===== config.mk =====
export PLATFORM = sky130hd
export DESIGN_NAME = proc_scan_ctrl_flat
export DESIGN_NICKNAME = d
export VERILOG_FILES = /design/src/rtl/proc_scan_if.sv /design/src/rtl/proc_scan_ctrl.sv /design/src/flat_wrapper.sv
export SDC_FILE = /design/constraint.sdc
export NUM_CORES = 1
export LEC_CHECK = 0
export ABC_CLOCK_PERIOD_IN_PS = 6350
export CAP_MARGIN = 20
export CORE_MARGIN = 10
export CORE_UTILIZATION = 50
export CTS_CLUSTER_DIAMETER = 30
export DETAILED_ROUTE_END_ITERATION = 12
export PLACE_DENSITY_LB_ADDON = 0.05
export SLEW_MARGIN = 15
export SYNTH_ARGS = -nofsm -noshare
export SYNTH_HDL_FRONTEND = slang
export SYNTH_SLANG_ARGS = --single-unit

===== constraint.sdc =====
create_clock -name clk -period 6.35 [get_ports clk]
set_clock_uncertainty 0.15 [all_clocks]
set_input_delay 0.635 -clock clk [delete_from_list [all_inputs] [get_ports clk]]
set_output_delay 0.635 -clock clk [all_outputs]
set_load 0.05 [all_outputs]

===== src/rtl/proc_scan_if.sv =====
// proc_scan_if: handshake and frame-buffer bus between proc_scan_ctrl and its surroundings.
// Ports (master = proc_scan_ctrl):
//   init_procesamiento  in  start request, acts on rising edge
//   cam_frame_done      in  one-cycle pulse at the last capture write of a frame
//   mem_data[11:0]      in  pixel {R,G,B} returned one cycle after mem_addr
//   capture_hold        out freeze frame-buffer writes
//   proc_owns_mem       out buffer read mux selects mem_addr, VGA blanked
//   mem_addr[AW-1:0]    out buffer read address
//   color[1:0]          out 00 none, 01 red, 10 green, 11 blue
//   figure[1:0]         out 00 none, 01 triangle, 10 square, 11 circle
//   done                out result valid level
interface proc_scan_if #(
  parameter int AW = 15
);
  logic          init_procesamiento;
  logic          cam_frame_done;
  logic [11:0]   mem_data;
  logic          capture_hold;
  logic          proc_owns_mem;
  logic [AW-1:0] mem_addr;
  logic [1:0]    color;
  logic [1:0]    figure;
  logic          done;
  modport master (
    input  init_procesamiento, cam_frame_done, mem_data,
    output capture_hold, proc_owns_mem, mem_addr, color, figure, done
  );
  modport slave (
    output init_procesamiento, cam_frame_done, mem_data,
    input  capture_hold, proc_owns_mem, mem_addr, color, figure, done
  );
endinterface


===== src/rtl/proc_scan_ctrl.sv =====
// proc_scan_ctrl: scans the captured HxV RGB444 frame and classifies dominant color and coarse figure.
// Ports:
//   clk    in  system clock
//   rst_n  in  asynchronous active-low reset
//   bus    proc_scan_if.master: init/frame-done requests, buffer read port, color/figure/done result
module proc_scan_ctrl #(
  parameter int H       = 160,
  parameter int V       = 120,
  parameter int AW      = 15,
  parameter int MIN_PIX = 16
) (
  input logic         clk,
  input logic         rst_n,
  proc_scan_if.master bus
);
  localparam int XW = $clog2(H);
  localparam int YW = $clog2(V);
  localparam logic [AW-1:0] A_LAST = AW'(H * V - 1);
  localparam logic [XW-1:0] X_LAST = XW'(H - 1);
  localparam logic [YW-1:0] Y_MID  = YW'(V / 3);
  localparam logic [YW-1:0] Y_BOT  = YW'(V - V / 3);
  localparam logic [17:0]   MIN18  = 18'(MIN_PIX);
  typedef enum logic [2:0] {IDLE, WAIT_FRAME, SCAN, DRAIN, DECIDE, DONE} state_t;
  state_t        state_q, state_d;
  logic          init_prev_q;
  logic [AW-1:0] addr_q, addr_d;
  logic [XW-1:0] x_q, x_d;
  logic [YW-1:0] y_q, y_d;
  logic [YW-1:0] py_q, py_d;
  logic          acc_v_q, acc_v_d;
  logic [14:0]   cnt_r_q, cnt_r_d, cnt_g_q, cnt_g_d, cnt_b_q, cnt_b_d;
  logic [14:0]   cnt_top_q, cnt_top_d, cnt_mid_q, cnt_mid_d, cnt_bot_q, cnt_bot_d;
  logic [1:0]    color_q, color_d, figure_q, figure_d;
  logic          init_rise, start, last_addr;
  logic [3:0]    pr, pg, pb;
  logic          dom_r, dom_g, dom_b, acc;
  logic          in_top, in_bot;
  logic          r_win, g_win;
  logic [14:0]   win_cnt;
  logic [17:0]   t18, m18, b18, sum18;
  logic [1:0]    col, fig;
  always_ff @(posedge clk or negedge rst_n)
    if (!rst_n) begin
      state_q     <= IDLE;
      init_prev_q <= 1'b0;
      addr_q      <= '0;
      x_q         <= '0;
      y_q         <= '0;
      py_q        <= '0;
      acc_v_q     <= 1'b0;
      cnt_r_q     <= '0;
      cnt_g_q     <= '0;
      cnt_b_q     <= '0;
      cnt_top_q   <= '0;
      cnt_mid_q   <= '0;
      cnt_bot_q   <= '0;
      color_q     <= 2'b00;
      figure_q    <= 2'b00;
    end else begin
      state_q     <= state_d;
      init_prev_q <= bus.init_procesamiento;
      addr_q      <= addr_d;
      x_q         <= x_d;
      y_q         <= y_d;
      py_q        <= py_d;
      acc_v_q     <= acc_v_d;
      cnt_r_q     <= cnt_r_d;
      cnt_g_q     <= cnt_g_d;
      cnt_b_q     <= cnt_b_d;
      cnt_top_q   <= cnt_top_d;
      cnt_mid_q   <= cnt_mid_d;
      cnt_bot_q   <= cnt_bot_d;
      color_q     <= color_d;
      figure_q    <= figure_d;
    end
  always_comb begin
    init_rise = bus.init_procesamiento && !init_prev_q;
    last_addr = addr_q == A_LAST;
    state_d   = state_q;
    case (state_q)
      IDLE, DONE: state_d = init_rise ? WAIT_FRAME : state_q;
      WAIT_FRAME: state_d = bus.cam_frame_done ? SCAN : state_q;
      SCAN:       state_d = last_addr ? DRAIN : state_q;
      DRAIN:      state_d = DECIDE;
      DECIDE:     state_d = DONE;
      default:    state_d = IDLE;
    endcase
  end
  // Address and x/y generation; the x/y of each issued address is delayed one
  // cycle (py_q, acc_v_q) so it lines up with the returned mem_data.
  always_comb begin
    start   = (state_q == IDLE || state_q == DONE) && init_rise;
    addr_d  = start ? '0 : (state_q == SCAN && !last_addr) ? addr_q + 1'b1 : addr_q;
    x_d     = start ? '0 : (state_q == SCAN) ? ((x_q == X_LAST) ? '0 : x_q + 1'b1) : x_q;
    y_d     = start ? '0 : (state_q == SCAN && x_q == X_LAST) ? y_q + 1'b1 : y_q;
    py_d    = y_q;
    acc_v_d = state_q == SCAN;
  end
  // A channel dominates when its nibble is >= 8 and the other two are < 8.
  always_comb begin
    pr        = bus.mem_data[11:8];
    pg        = bus.mem_data[7:4];
    pb        = bus.mem_data[3:0];
    dom_r     = pr[3] && !pg[3] && !pb[3];
    dom_g     = pg[3] && !pr[3] && !pb[3];
    dom_b     = pb[3] && !pr[3] && !pg[3];
    acc       = acc_v_q && (dom_r || dom_g || dom_b);
    in_top    = py_q < Y_MID;
    in_bot    = py_q >= Y_BOT;
    cnt_r_d   = start ? '0 : cnt_r_q + {14'b0, acc_v_q && dom_r};
    cnt_g_d   = start ? '0 : cnt_g_q + {14'b0, acc_v_q && dom_g};
    cnt_b_d   = start ? '0 : cnt_b_q + {14'b0, acc_v_q && dom_b};
    cnt_top_d = start ? '0 : cnt_top_q + {14'b0, acc && in_top};
    cnt_mid_d = start ? '0 : cnt_mid_q + {14'b0, acc && !in_top && !in_bot};
    cnt_bot_d = start ? '0 : cnt_bot_q + {14'b0, acc && in_bot};
  end
  // Decision: ties resolve red > green > blue; figure compares row-band
  // populations in 18 bits so 8*T and 7*M cannot overflow.
  always_comb begin
    r_win    = cnt_r_q >= cnt_g_q && cnt_r_q >= cnt_b_q;
    g_win    = !r_win && cnt_g_q >= cnt_b_q;
    win_cnt  = r_win ? cnt_r_q : g_win ? cnt_g_q : cnt_b_q;
    col      = ({3'b0, win_cnt} < MIN18) ? 2'b00 : r_win ? 2'b01 : g_win ? 2'b10 : 2'b11;
    t18      = {3'b0, cnt_top_q};
    m18      = {3'b0, cnt_mid_q};
    b18      = {3'b0, cnt_bot_q};
    sum18    = t18 + m18 + b18;
    fig      = (sum18 < MIN18)             ? 2'b00 :
               (b18 >= (t18 << 1))         ? 2'b01 :
               ((t18 << 3) >= 18'd7 * m18) ? 2'b10 : 2'b11;
    color_d  = (state_q == DECIDE) ? col : color_q;
    figure_d = (state_q == DECIDE) ? fig : figure_q;
  end
  always_comb begin
    bus.capture_hold  = state_q inside {SCAN, DRAIN, DECIDE, DONE};
    bus.proc_owns_mem = state_q inside {SCAN, DRAIN};
    bus.done          = state_q == DONE;
    bus.mem_addr      = addr_q;
    bus.color         = color_q;
    bus.figure        = figure_q;
  end
endmodule


===== src/flat_wrapper.sv =====
// flat-port wrapper written by rule: the top's interface ports become plain ports
module proc_scan_ctrl_flat 
#(
  parameter int H       = 160,
  parameter int V       = 120,
  parameter int AW      = 15,
  parameter int MIN_PIX = 16
)
  (clk, rst_n, bus_init_procesamiento, bus_cam_frame_done, bus_mem_data, bus_capture_hold, bus_proc_owns_mem, bus_mem_addr, bus_color, bus_figure, bus_done);
  proc_scan_if #(.AW(AW)) bus_i ();
  input logic clk;
  input logic rst_n;
  input wire logic [$bits(bus_i.init_procesamiento)-1:0] bus_init_procesamiento;
  input wire logic [$bits(bus_i.cam_frame_done)-1:0] bus_cam_frame_done;
  input wire logic [$bits(bus_i.mem_data)-1:0] bus_mem_data;
  output wire logic [$bits(bus_i.capture_hold)-1:0] bus_capture_hold;
  output wire logic [$bits(bus_i.proc_owns_mem)-1:0] bus_proc_owns_mem;
  output wire logic [$bits(bus_i.mem_addr)-1:0] bus_mem_addr;
  output wire logic [$bits(bus_i.color)-1:0] bus_color;
  output wire logic [$bits(bus_i.figure)-1:0] bus_figure;
  output wire logic [$bits(bus_i.done)-1:0] bus_done;
  assign bus_i.init_procesamiento = bus_init_procesamiento;
  assign bus_i.cam_frame_done = bus_cam_frame_done;
  assign bus_i.mem_data = bus_mem_data;
  assign bus_capture_hold = bus_i.capture_hold;
  assign bus_proc_owns_mem = bus_i.proc_owns_mem;
  assign bus_mem_addr = bus_i.mem_addr;
  assign bus_color = bus_i.color;
  assign bus_figure = bus_i.figure;
  assign bus_done = bus_i.done;
  proc_scan_ctrl #(.H(H), .V(V), .AW(AW), .MIN_PIX(MIN_PIX)) u_core (.clk(clk), .rst_n(rst_n), .bus(bus_i));
endmodule

==> results.md, run 1 <==
- The post-route setup TNS is 0 ns.
- The power per unit of standard cell area is between 200 and 250 nW/um^2.
- The clock transition at the registers of the reported paths is about 0.07 ns.
- The prevailing post-synth register cell is dfrtp_1.
- In this run the static leakage power is 5.61 nW.
- The most common cell after layout, fill and taps aside is ha_1.
- During placement, the flow inserted port buffers numbering 28.
- The run finished with clean final reports.
- The leftover overflow at the end of global routing is 0.
- For this run, the top clock speed supported by timing is 0.216 GHz.
- In this run the cell area of the synthesized design comes to 10200 sq um.
- The count of hold-fix buffers inserted at cts is 0.
- The internal power of the cells totals 1.72 mW.
- The CTS tree is done.
- Yosys attributes the largest share of cell area to dfrtp_1, ha_1, xnor2_1.
- Entering global routing, the biggest net connects between 70 and 80 pins.
- The number of max-capacitance violations reported is 0.
- The critical path data arrival time is between 4 and 5 ns.
- The worst setup path is launched from a flip-flop.
- Fill cells in the final layout number 1873.
- Relative to the synthesized area, the layout overhead comes to 11.1%.
- The total routed wirelength is 21300 um.
- The biggest fanout along the worst timing path is 7.
- The final hold violation count was 0.
- The total instance count after detailed placement is 1382.
- The synthesized design contains 0 enable-type register cells.
- After the first detailed-routing iteration, the DRC count stood at 305.
- Setup repair after global routing left no endpoint under its margin.
- The worst setup slack before clock tree synthesis is 1.70 ns.
- The clock tree root driver cell is clkbuf_16.
- The biggest area contributor in the post-synthesis netlist is dfrtp_1.
- The post-layout instance area is 11300 sq um.
- The final critical path time including I/O delays and setup is 4.62 ns.
- The sequential cells in the finished layout cover a total of 3330 sq um.
- The number of setup buffers added after CTS is 0.
- The post-route worst hold slack is between 0.02 and 0.03 ns.
- The average cell area after synthesis is ~9.3 sq um.
- The H-tree depth is 4.
- Leaving out fill and tap cells, the most frequent cells in the layout are ha_1, nor2_1, dfrtp_1, inv_1, xnor2_1.
- The floorplan has 52 rows.
- The clock share of power is 36.5%.
- Gates resized during post-CTS repair numbered 0.
- At the later pin of the worst-skew pair, clock insertion delay measures roughly 0.42 ns.
- The number of nets in the finished design is 1315.
- The multi-input combinational cells in the finished layout cover a total of 6540 sq um.
- The post-route netlist has around 4.2% of its cells at a drive strength greater than 1.
- The type of the setup path with the least slack is reg2reg.
- In this run the standard cell core region covers 20200 sq um.
- The total of warnings raised by yosys is 0.
- The first global-routing pass estimated 37000 um of wire.
- The core occupancy in the finished layout is 56.3%.
- The min-delay analysis places its worst path in the category in2async.
- The post-route clock period utilization is 72.8%.
- The measured slew at the worst slew-check pin is 0.901 ns.
- The via count of the first global-routing pass is 7696.
- The switching component of the power is 0.910 mW.
- In this design, the stage delay of the slowest critical-path cell is 0.56 ns.
- The floorplan step set the die height to 163 um.
- The max-slew violation count is 0.
- Across all setup checks in the final design, the least slack found is roughly 1.7 ns.
- The placer's final routability congestion estimate is ~0.82.
- The final count of negative-setup-slack endpoints is 0.
- The critical path capture point type is a flip-flop.
- When the netlist entered floorplanning its net count stood at 1281.
- The maximum buffer depth of the clock tree is 2.
- The area share of the largest cell type after synthesis is 32.6%.
- The DRC violations left is 0.
- The die covers 26600 sq um.
- After synthesis, flip-flops and latches occupy 32.6% of the total area.
- Dividing the detail-routed wire length by the instance count gives 15.1 um.
- The initial cell density of the core is 50.7%.
- Of the total power, the share spent switching nets is 34.6%.
- The share of total power in sequential cells is a little under two fifths.
- The half-perimeter wire length after detailed placement is 15900 um.
- The netlist uses 67 different library cells.
- Global routing used 16.9% of the available tracks.
- On the critical path, the stage with the largest delay is an instance of or4_1.
- The initial antenna violation count is 0.
- The worst-case IR drop observed on VDD is 0.232 mV.
- The tightest slew margin relative to the limit is 40.0%.
- The flip-flop and latch count after synthesis is 133.
- Traced cell by cell, the critical path runs through inv_1 -> fa_1 -> nor2b_1 -> o21ai_0 -> a21boi_0 -> o211ai_1 -> a31oi_1 -> a21o_1 -> a21oi_1 -> xnor2_1 -> ha_1 -> nor3_1 -> nand3_1 -> or4_1 -> nor3_2 -> nand4_1 -> a2111oi_2 -> a221oi_1.
- The antenna cell count is 0.
- The share of total power dissipated in combinational logic is around a quarter.
- The detailed-routing iteration count for the pre-antenna-repair pass is 5.
- The via density per instance is 5.37.
- The critical path data required time is 6.48 ns.
- Clock tree synthesis inserted a total of 17 buffers.
- The tree built by TritonCTS fans out to 133 sinks.
- After layout, the design draws a total of around 2.6 mW.
- In this run the remaining antenna-violating nets after routing total 0.
- The number of vias after detailed routing is 7591.
- For this run, asynchronously set or reset flops after synthesis account for between 90% and 100%.
- The standard cell area after detailed placement is 10800 sq um.
- 38 I/O pins were placed.
- The worst-case reg-to-reg path depth is 18.
- The cell count after synthesis came out at 1097.
- The non-filler instance count after layout is 1414.
- The floorplan step set the die width to around 160 um.
==> synth_stat cells, types with 3 or more instances <==
library cell  instances
a21oi_1              52
buf_1                 4
a2111oi_0             3
nand2b_1             13
nand3_1              45
or3_1                 8
o21a_1               14
xnor2_1              73
and3_1               33
clkbuf_1              8
xor2_1               56
a211oi_1              3
nor4_1               11
nor3b_1               3
dfrtp_1             133
a221oi_1              3
a21boi_0              4
nand2_1              47
a31oi_1               4
and2_1                5
o31ai_1               7
nand4_1              20
ha_1                152
nor3_1               20
nor4bb_1              3
buf_6                 3
mux2i_1               6
nor2b_1              26
fa_1                 16
o21ai_0              32
or2_2                 3
o21bai_1              5
inv_1                73
a21o_1               16
nor2_1              148
o211ai_1              5
a211o_1               3
==> critical path, delay by kind of cell, from the launching register on <==
kind | cells | cell delay, ns
AO/OA/AOI/OAI | 8 | 1.70
XOR/XNOR | 1 | 0.13
adder cells (fa/ha/maj) | 2 | 0.64
buffers and inverters | 1 | 0.14
flip-flops | 1 | 0.53
AND/OR/NAND/NOR | 6 | 1.18
==> cell type report <==
class	count	share of cell area (%)
Clock buffer	18	3.78
Tap cell	270	2.98
Multi-Input combinational cell	875	57.6
Clock inverter	14	1.23
Sequential cell	133	29.3
Inverter	73	2.41
Timing Repair Buffer	31	2.68
==> cell families after synthesis <==
group,synth area share [%]
buffers and inverters,3.50
xor gates and xnor gates,11.1
and+or+nand+nor,19.3
muxes,0.588
adders and majority gates,21.7
AOI/OAI and AO/OA,11.2
DFF,32.6
==> state kept, by name, indices dropped and copies added (netlist names) <==
register and cells:
u_core.cnt_bot_q 15, u_core.bus.color 2, u_core.cnt_g_q 15, u_core.state_q 3
u_core.init_prev_q 1, u_core.cnt_mid_q 15, u_core.cnt_r_q 15, u_core.py_q 4
u_core.bus.figure 2, u_core.bus.mem_addr 15, u_core.cnt_top_q 15, u_core.py_d 7
u_core.cnt_b_q 15, u_core.x_q 8, u_core.acc_v_q 1
==> per-layer routing <==
| metal | vias to the layer above | GRT usage, % | part of all wire (%) |
|---|---|---|---|
| li1 | 3901 | - | - |
| met1 | 3596 | 21.9 | 49 |
| met2 | 74 | 27.8 | 47 |
| met3 | 20 | 3.61 | 2.4 |
| met4 | 0 | 4.59 | 1.3 |
| met5 | - | 0 | 0 |
==> power groups by stage <==
stage / Combinational (mW) / Clock (mW) / Sequential (mW)
final: 0.678 / 0.960 / 0.996
after global routing: 0.764 / 1.03 / 1.01
after CTS: 0.692 / 0.987 / 0.997
after detailed placement: 0.687 / 0 / 1.01
after global placement: 0.683 / 0 / 1.01
after floorplan: 0.438 / 0 / 1.06
==> final timing paths <==
kind                       slack [ns]           startpoint                       to
max in group asynchronous        4.67                rst_n       u_core.cnt_g_q[14]
min in group clk                 0.25       u_core.py_d[6]           u_core.py_q[6]
max reg2reg                      1.73  u_core.cnt_mid_q[1]     u_core.bus.figure[0]
min reg2reg                      0.25       u_core.py_d[6]           u_core.py_q[6]
min                              0.03                rst_n  u_core.bus.mem_addr[10]
max                              1.73  u_core.cnt_mid_q[1]     u_core.bus.figure[0]
(Power assumes the default switching activity.)
==> run 2: changes to the inputs <==
- ABC_CLOCK_PERIOD_IN_PS: 6350 -> 4120
- clock period: 6.35 -> 4.12 ns (I/O delays scaled with it)
==> run 2 against run 1 <==
  * The flow now finishes with violations (setup timing)
  * Worst hold slack better by 0.23 ns
  * Combinational power up 64%
  * Sequential share of layout area down 1.9 points
  * Cell count up 5.2%
  * Design area up 6.9%
  * Sequential power up 54%
  * Fmax up 12%
  * Die area unchanged
  * Via count up 4.9%
  * Global-route usage up 0.81 points
  * Critical endpoint unchanged
  * Largest cell class unchanged
==> results.md, run 2 (synthesis results as in run 1) <==
- The die extent in y came to 163 um (unchanged).
- The highest clock frequency the design can meet was 0.242 GHz (+12%).
- The placer's final routability congestion estimate is 0.807 (-2.0%).
- The number of max-capacitance violations reported is 0 (unchanged).
- The flop-to-flop setup slack is -0.006 ns (-1.73 ns).
- The clock buffer count from CTS is 17 (unchanged).
- The number of violations reported at the end of detailed-routing iteration 0 came to 308 (+0.98%).
- The final critical path time including I/O delays and setup is 4.13 ns (-0.496 ns).
- The maximum number of pins on one net before global-route repair is 118 (+64%).
- The slack of the critical path is -0.00577 ns (-1.73 ns).
- The via density per instance was 5.35 (-0.35%).
- CTS placed an instance of clkbuf_16 at the clock tree root.
- The tightest slew margin relative to the limit is 39.6% (-0.37 points).
- The type of the setup path with the least slack is reg2reg.
- The largest individual stage delay along the critical path comes from the cell dfrtp_2.
- The total routed wirelength is 22400 um (+4.8%).
- The post-route clock period utilization was 100% (+27 points).
- The clock latency at the later pin of the worst-skew pair was 0.43 ns (about the same).
- The count of clock tree sinks was 133 (unchanged).
- The half-perimeter wire length after detailed placement is 16400 um (+3.0%).
- In the layout the commonest cells are nor2_1, ha_1, dfrtp_1, inv_1, xnor2_1.
- The critical path data required time came to 4.26 ns (-2.22 ns).
- The initial cell density of the core was 50.7% (unchanged).
- The final reports fail on setup timing.
- The leftover overflow at the end of global routing is 0 (unchanged).
- The final hold violation count is 0 (unchanged).
- The largest stage delay on the critical path is 0.47 ns (-0.09 ns).
- The worst setup path is launched from a flip-flop.
- The leakage power is 5.99 nW (+6.8%).
- The DRC violations left was 0 (unchanged).
- The clock transition at the registers of the reported paths is 0.07 ns (about the same).
- The H-tree depth came to 4 (unchanged).
- The antenna cell count was 0 (unchanged).
- The worst-case vdd ir drop is 0.303 mV (+30%).
- The critical path goes through ha_4 -> a21oi_4 -> o21ai_2 -> a21oi_4 -> buf_4 -> buf_4 -> buf_4 -> buf_4 -> nor2_4 -> and2_1 -> o21ai_0 -> a21oi_1 -> ha_1 -> a32o_1 -> a211oi_2 -> buf_4 -> o211ai_1 -> a22o_2 -> a2111oi_4 -> buf_4 -> a221oi_2.
- The post-route setup TNS is -0.00577 ns (-0.00577 ns).
- The die boundary width came to 163 um (unchanged).
- The endpoint identified for the worst register-to-register timing path is u_core.bus.figure[0].
- The final count of negative-setup-slack endpoints is 1 (+1).
- The measured slew at the worst slew-check pin is 0.906 ns (+0.00558 ns).
- The power per unit of standard cell area came to 344 nW/um^2 (+48%).
- The final routed wire length divided by cell count is 15.0 um (-0.44%).
- The number of nets still failing antenna checks after routing is 0 (unchanged).
- The critical path data arrival time came to 4.27 ns (-0.48 ns).
- The number of buffers inserted by port buffering is 28 (unchanged).
- The worst setup slack before clock tree synthesis is -0.315 ns (-2.01 ns).
- The max-slew violation count came to 0 (unchanged).
- The cell family with the largest share of critical-path delay is compound AO/OA/AOI/OAI gates.
- The overall track demand over capacity in global routing is 17.7% (+0.81 points).
- The via count of the first global-routing pass came to 7883 (+2.4%).
- The number of vias after detailed routing is 7960 (+4.9%).
- The number of rows created at floorplan is 52 (unchanged).
- The initial antenna violation count is 0 (unchanged).
- The run finished, with violations left.
- The number of nets in the finished design is 1389 (+5.6%).
- The library cell used most frequently in the layout, excluding fill and tap cells, is nor2_1.
- The full die area is 26600 sq um (unchanged).
- The number of fill cells is 1790 (-4.4%).
- The CTS tree is done.
- The total core area is 20200 sq um (unchanged).
- The buffer and inverter count on the worst path came to 6 (+5).
- The maximum buffer depth of the clock tree was 2 (unchanged).
- The worst-case reg-to-reg path depth was 21 (+3).
- STA classifies the critical path endpoint as a flip-flop.
- In this run the worst hold path is classified as reg2reg.
- Setup repair after global routing could not meet its margin everywhere.
- The detailed-routing iteration count for the pre-antenna-repair pass was 4 (-1).
- The startpoint identified for the worst hold timing path is u_core.py_d[6].
- The cell seen most often among critical-path stages is buf_4.
- The total I/O pin count is 38 (unchanged).
- The area taken by multi-input logic gates is 6720 sq um (+2.8%).
- The global-route wire length before repair is 38900 um (+5.0%).
- The biggest fanout along the worst timing path is 5 (-2).
- The sequential standard cell area is 3330 sq um (+0.15%).
- Compared with the post-synthesis result, the final layout area differs by 18.7%.
- The start of the worst register-to-register path is u_core.cnt_mid_q[1].
- The fraction of final layout cells with drive strength greater than 1 is 12.6% (+8.4 points).
- The depth of the worst hold-timing path is 0.
- The end point of the most critical hold path is u_core.py_q[6].
==> run 2: changes by cell type in the layout (fill, tap and decap cells not counted), moves of 6 or more <==
cell	change
buf_4	+69
a21oi_1	-6
o21ai_0	-8
o21ai_1	+7
ha_1	-6
==> run 2: worst max path at each step <==
stage	cells past startpoint	slack (ns)	end	startpoint
2_1_floorplan	16	0.06	u_core.bus.figure[0]	u_core.cnt_mid_q[3]
3_3_place_gp	19	-0.26	u_core.bus.figure[0]	u_core.cnt_mid_q[1]
3_5_place_dp	19	-0.31	u_core.bus.figure[0]	u_core.cnt_mid_q[1]
4_1_cts	17	0.003	u_core.bus.figure[0]	u_core.cnt_mid_q[5]
5_1_grt	18	-0.31	u_core.bus.figure[0]	u_core.cnt_mid_q[1]
6_report	21	-0.006	u_core.bus.figure[0]	u_core.cnt_mid_q[1]
==> run 2: stage by stage <==
step / instances / hold slack [ns] / total power, mW / instance area [sq um] / util (%)
2_1_floorplan: 1097 / -0.0336 / 2.31 / 10200 / -
5_1_grt: 1488 / 0.265 / 4.41 / 12100 / 60.2
6_report: 1488 / 0.258 / 4.17 / 12100 / 60.2
4_1_cts: 1487 / 0.260 / 4.22 / 12100 / 60.0
3_3_place_gp: 1447 / 0.234 / 2.63 / 11300 / 55.9
3_5_place_dp: 1447 / 0.232 / 2.65 / 11300 / 55.9
==> run 2: power breakdown <==
group / internal, mW / switching (mW) / total, mW
sequential: 1.41 / 0.122 / 1.53
clock: 0.859 / 0.668 / 1.53
combinational: 0.448 / 0.666 / 1.11
total: 2.71 / 1.46 / 4.17
==> run 2: layout make-up <==
type                            count  share of cell area (%)
Multi-Input combinational cell    875                    55.4
Sequential cell                   133                    27.5
Timing Repair Buffer              105                    7.30
Clock buffer                       17                    3.51
Tap cell                          270                    2.78
Inverter                           73                    2.26
Clock inverter                     15                    1.30
==> run 2: repair_timing <==
item	4_1_cts	5_1_grt
buffers inserted	7	1
resized for setup	42	8
pin swaps	28	2
gates cloned	0	0
hold buffers	1	0
setup endpoints to repair	2	2
hold endpoints to repair	51	0
==> run 2: routing by layer <==
| metal | up-vias | global-route usage (%) | wire length [um] |
|---|---|---|---|
| li1 | 4058 | - | - |
| met1 | 3788 | 24.4 | 11100 |
| met2 | 89 | 27.8 | 10300 |
| met3 | 25 | 3.41 | 676 |
| met4 | 0 | 4.63 | 300 |
| met5 | - | 0 | 0 |
==> run 2: worst reg2reg max path, cell delays in order (launching register included) <==
cell and delay, ns:
dfrtp_2 0.47, ha_4 0.29, a21oi_4 0.05, o21ai_2 0.21, a21oi_4 0.09, buf_4 0.13, buf_4 0.12, buf_4 0.12
buf_4 0.13, nor2_4 0.08, and2_1 0.12, o21ai_0 0.06, a21oi_1 0.23, ha_1 0.30, a32o_1 0.23, a211oi_2 0.19
buf_4 0.16, o211ai_1 0.11, a22o_2 0.29, a2111oi_4 0.27, buf_4 0.18, a221oi_2 0.03
==> run 3: changes to the inputs <==
==> constraint.sdc (replaced) <==
create_clock -name clk -period 4.12 [get_ports clk]
set_clock_uncertainty 0.15 [all_clocks]
set_input_delay 0.824 -clock clk [delete_from_list [all_inputs] [get_ports clk]]
set_output_delay 0.824 -clock clk [all_outputs]
set_load 0.05 [all_outputs]
==> run 3 against run 2 <==
  * The run still ends with setup timing left
  * Fmax decreased by 0.34%
  * Sequential power hardly changed
  * Worst hold slack got worse by 0.0093 ns
  * Power shrank 0.56%
  * Critical path depth fell by 5
  * Clock power is essentially flat
  * Cell count increased by 0.87%
  * Worst setup slack worse by 0.014 ns
  * Global-route usage hardly changed
  * Count of clock-buffer cells in the layout grew 1
  * Wire length up 0.42%
  * Critical endpoint unchanged
==> results.md, run 3 (synthesis results as in run 1) <==
- The die boundary width is 163 um (unchanged).
- The number of rows created at floorplan is 52 (unchanged).
- The CTS tree is done.
- The tree is rooted in a clkbuf_16.
- The internal power component is 2.71 mW (about the same).
- The initial antenna violation count is 0 (unchanged).
- The maximum number of pins on one net before global-route repair is 117 (-0.85%).
- The switching component of the power is 1.43 mW (-1.7%).
- The critical path data required time came to 4.25 ns (about the same).
- The count of clock tree sinks came to 133 (unchanged).
- The number of nets in the finished design was 1402 (+0.94%).
- The total I/O pin count is 38 (unchanged).
- The global-route wire length before repair is 38700 um (-0.50%).
- The clock latency at the later pin of the worst-skew pair came to 0.42 ns (about the same).
- The initial cell density of the core came to 50.7% (unchanged).
- The final routed wire length divided by cell count is 15.0 um (-0.45%).
- The clock transition at the registers of the reported paths is 0.06 ns (about the same).
- The clock buffer count from CTS came to 17 (unchanged).
- The full die area is 26600 sq um (unchanged).
- The antenna cell count is 0 (unchanged).
- The final hold violation count was 0 (unchanged).
- The flop-to-flop setup slack is -0.02 ns (about the same).
- The post-route clock period utilization is 100% (+0.34 points).
- The leftover overflow at the end of global routing came to 0 (unchanged).
- Setup repair after global routing could not meet its margin everywhere.
- The number of fill cells is 1806 (+0.89%).
- The post-route setup TNS is -0.0197 ns (-0.0139 ns).
- The number of violations reported at the end of detailed-routing iteration 0 is 289 (-6.2%).
- The leakage power is 6.06 nW (+1.2%).
- The total core area is 20200 sq um (unchanged).
- The top cell types in the final layout, fill and taps aside, are nor2_1, ha_1, dfrtp_1, buf_4.
- The path class of the tightest hold or removal check is reg2reg.
- The flow ran to the end, but the final reports show violations.
- The launch point of the worst hold path is u_core.py_d[6].
- The placer's final routability congestion estimate was 0.836 (+3.6%).
- The maximum buffer depth of the clock tree came to 2 (unchanged).
- The overall track demand over capacity in global routing is 17.6% (-0.029 points).
- The critical path capture point type is a flip-flop.
- The max-slew violation count was 0 (unchanged).
- The combinational share of power was 26.7% (about the same).
- The fraction of power spent switching nets is 34.5% (-0.40 points).
- The measured slew at the worst slew-check pin is 0.819 ns (-0.0877 ns).
- The biggest fanout along the worst timing path is 6 (+1).
- The number of max-capacitance violations reported is 0 (unchanged).
- The via count of the first global-routing pass is 8043 (+2.0%).
- The standard cell area after detailed placement came to 11400 sq um (+0.71%).
- STA classifies the critical path startpoint as a flip-flop.
- The worst-case vdd ir drop came to 0.338 mV (+12%).
- The number of vias after detailed routing is 7993 (+0.41%).
- The clock share of power came to 36.4% (-0.2 points).
- The detailed-routing iteration count for the pre-antenna-repair pass is 4 (unchanged).
- The highest clock frequency the design can meet is 0.242 GHz (-0.34%).
- The share of total power in sequential cells is 36.9% (+0.3 points).
- The post-layout instance area was 12200 sq um (+0.95%).
- The half-perimeter wire length after detailed placement came to 16500 um (+0.97%).
- The tightest slew margin relative to the limit was 45.4% (+5.8 points).
- The non-filler instance count after layout is 1501 (+0.87%).
- The number of buffers inserted by port buffering was 28 (unchanged).
- The library cell used most frequently in the layout, excluding fill and tap cells, is nor2_1.
- Tracing the worst setup path back leads to its startpoint at u_core.cnt_mid_q[1].
- The power per unit of standard cell area is 338 nW/um^2 (-1.5%).
- The via density per instance is 5.33 (-0.46%).
- The die extent in y was 163 um (unchanged).
- The DRC violations left came to 0 (unchanged).
- The total instance count after detailed placement is 1456 (+0.62%).
- The H-tree depth is 4 (unchanged).
- The count of hold-fix buffers inserted at cts is 0 (-1).
- The area added between synthesis and finish is 19.9%.
- The fraction of final layout cells with drive strength greater than 1 came to 14.3% (+1.7 points).
- The final critical path time including I/O delays and setup is 4.14 ns (+0.0139 ns).
- The start of the worst register-to-register path is u_core.cnt_mid_q[1].
- The final reports fail on setup timing.
- The worst setup path is of the reg2reg kind.
- The overall power consumption is 4.15 mW (-0.56%).
- The number of nets still failing antenna checks after routing is 0 (unchanged).
- The slack of the critical path is -0.0197 ns (-0.0139 ns).
- The final count of negative-setup-slack endpoints came to 1 (unchanged).
- The total routed wirelength is 22400 um (+0.42%).
- The critical path data arrival time is 4.27 ns (about the same).
[run 3: changes by cell type in the layout (fill, tap and decap cells not counted), sizes merged]
cell / previous run / this run
dlygate4sd3: 1 / 0
clkbuf: 17 / 18
inv: 83 / 81
clkinvlp: 1 / 2
buf: 77 / 91
[run 3: metrics by stage]
| step | setup slack [ns] | utilization (%) | hold slack [ns] |
|---|---|---|---|
| after floorplan | 0.0643 | - | 0.222 |
| after global placement | -0.266 | 56.3 | 0.237 |
| after detailed placement | -0.304 | 56.3 | 0.235 |
| after CTS | 0.00653 | 60.4 | 0.249 |
| after global routing | -0.229 | 60.7 | 0.270 |
| final | -0.0197 | 60.7 | 0.249 |
[run 3: final timing paths]
path | to | depth (start not counted)
worst max register to register | u_core.bus.figure[0] | 16
worst min register to register | u_core.py_q[6] | 0
worst max-delay path | u_core.bus.figure[0] | 16
max in group asynchronous | u_core.init_prev_q | 2
worst min-delay path | u_core.py_q[6] | 0
min in group asynchronous | u_core.bus.mem_addr[13] | 1
[run 3: area by class of cell]
cell class              instances  area, sq um  area share, %
inverters                      73          274           2.24
multi-input cells             875         6740           55.0
repair buffers                118          986           8.05
well taps                     270          338           2.76
clock buffers                  18          439           3.59
flip-flops and latches        133         3340           27.2
clock inverters                14          138           1.12
[run 3: worst max-delay path, stage by stage, from the launching register on]
cell and delay [ns]:
dfrtp_2 0.47, buf_4 0.16, fa_2 0.46, ha_4 0.18, a21o_1 0.22, a311oi_4 0.30
a21oi_2 0.11, a2111o_1 0.39, a21o_1 0.18, a21oi_2 0.16, o21ai_0 0.16, xor2_1 0.18
ha_1 0.29, nand2_1 0.05, o31ai_1 0.28, a21o_2 0.19, a221oi_2 0.05
[run 3: power groups by stage]
stage	registers [mW]	logic [mW]	clock network [mW]
2_1_floorplan	1.63	0.674	0
3_3_place_gp	1.55	1.09	0
3_5_place_dp	1.55	1.10	0
4_1_cts	1.53	1.12	1.54
5_1_grt	1.55	1.24	1.60
6_report	1.53	1.11	1.51
[run 3: layer usage]
| metal | track usage (%) | wire (um) | vias to the layer above |
|---|---|---|---|
| li1 | - | - | 4083 |
| met1 | 23.8 | 11000 | 3821 |
| met2 | 28.7 | 10600 | 73 |
| met3 | 3.46 | 642 | 16 |
| met4 | 4.02 | 227 | 0 |
| met5 | 0 | 0 | - |
[run 3: repair_timing]
action                     4_1_cts  5_1_grt
pin swaps                       37       25
setup endpoints to repair        2        2
setup buffers                   11        2
cloned                           0        0
resized for setup               41       10
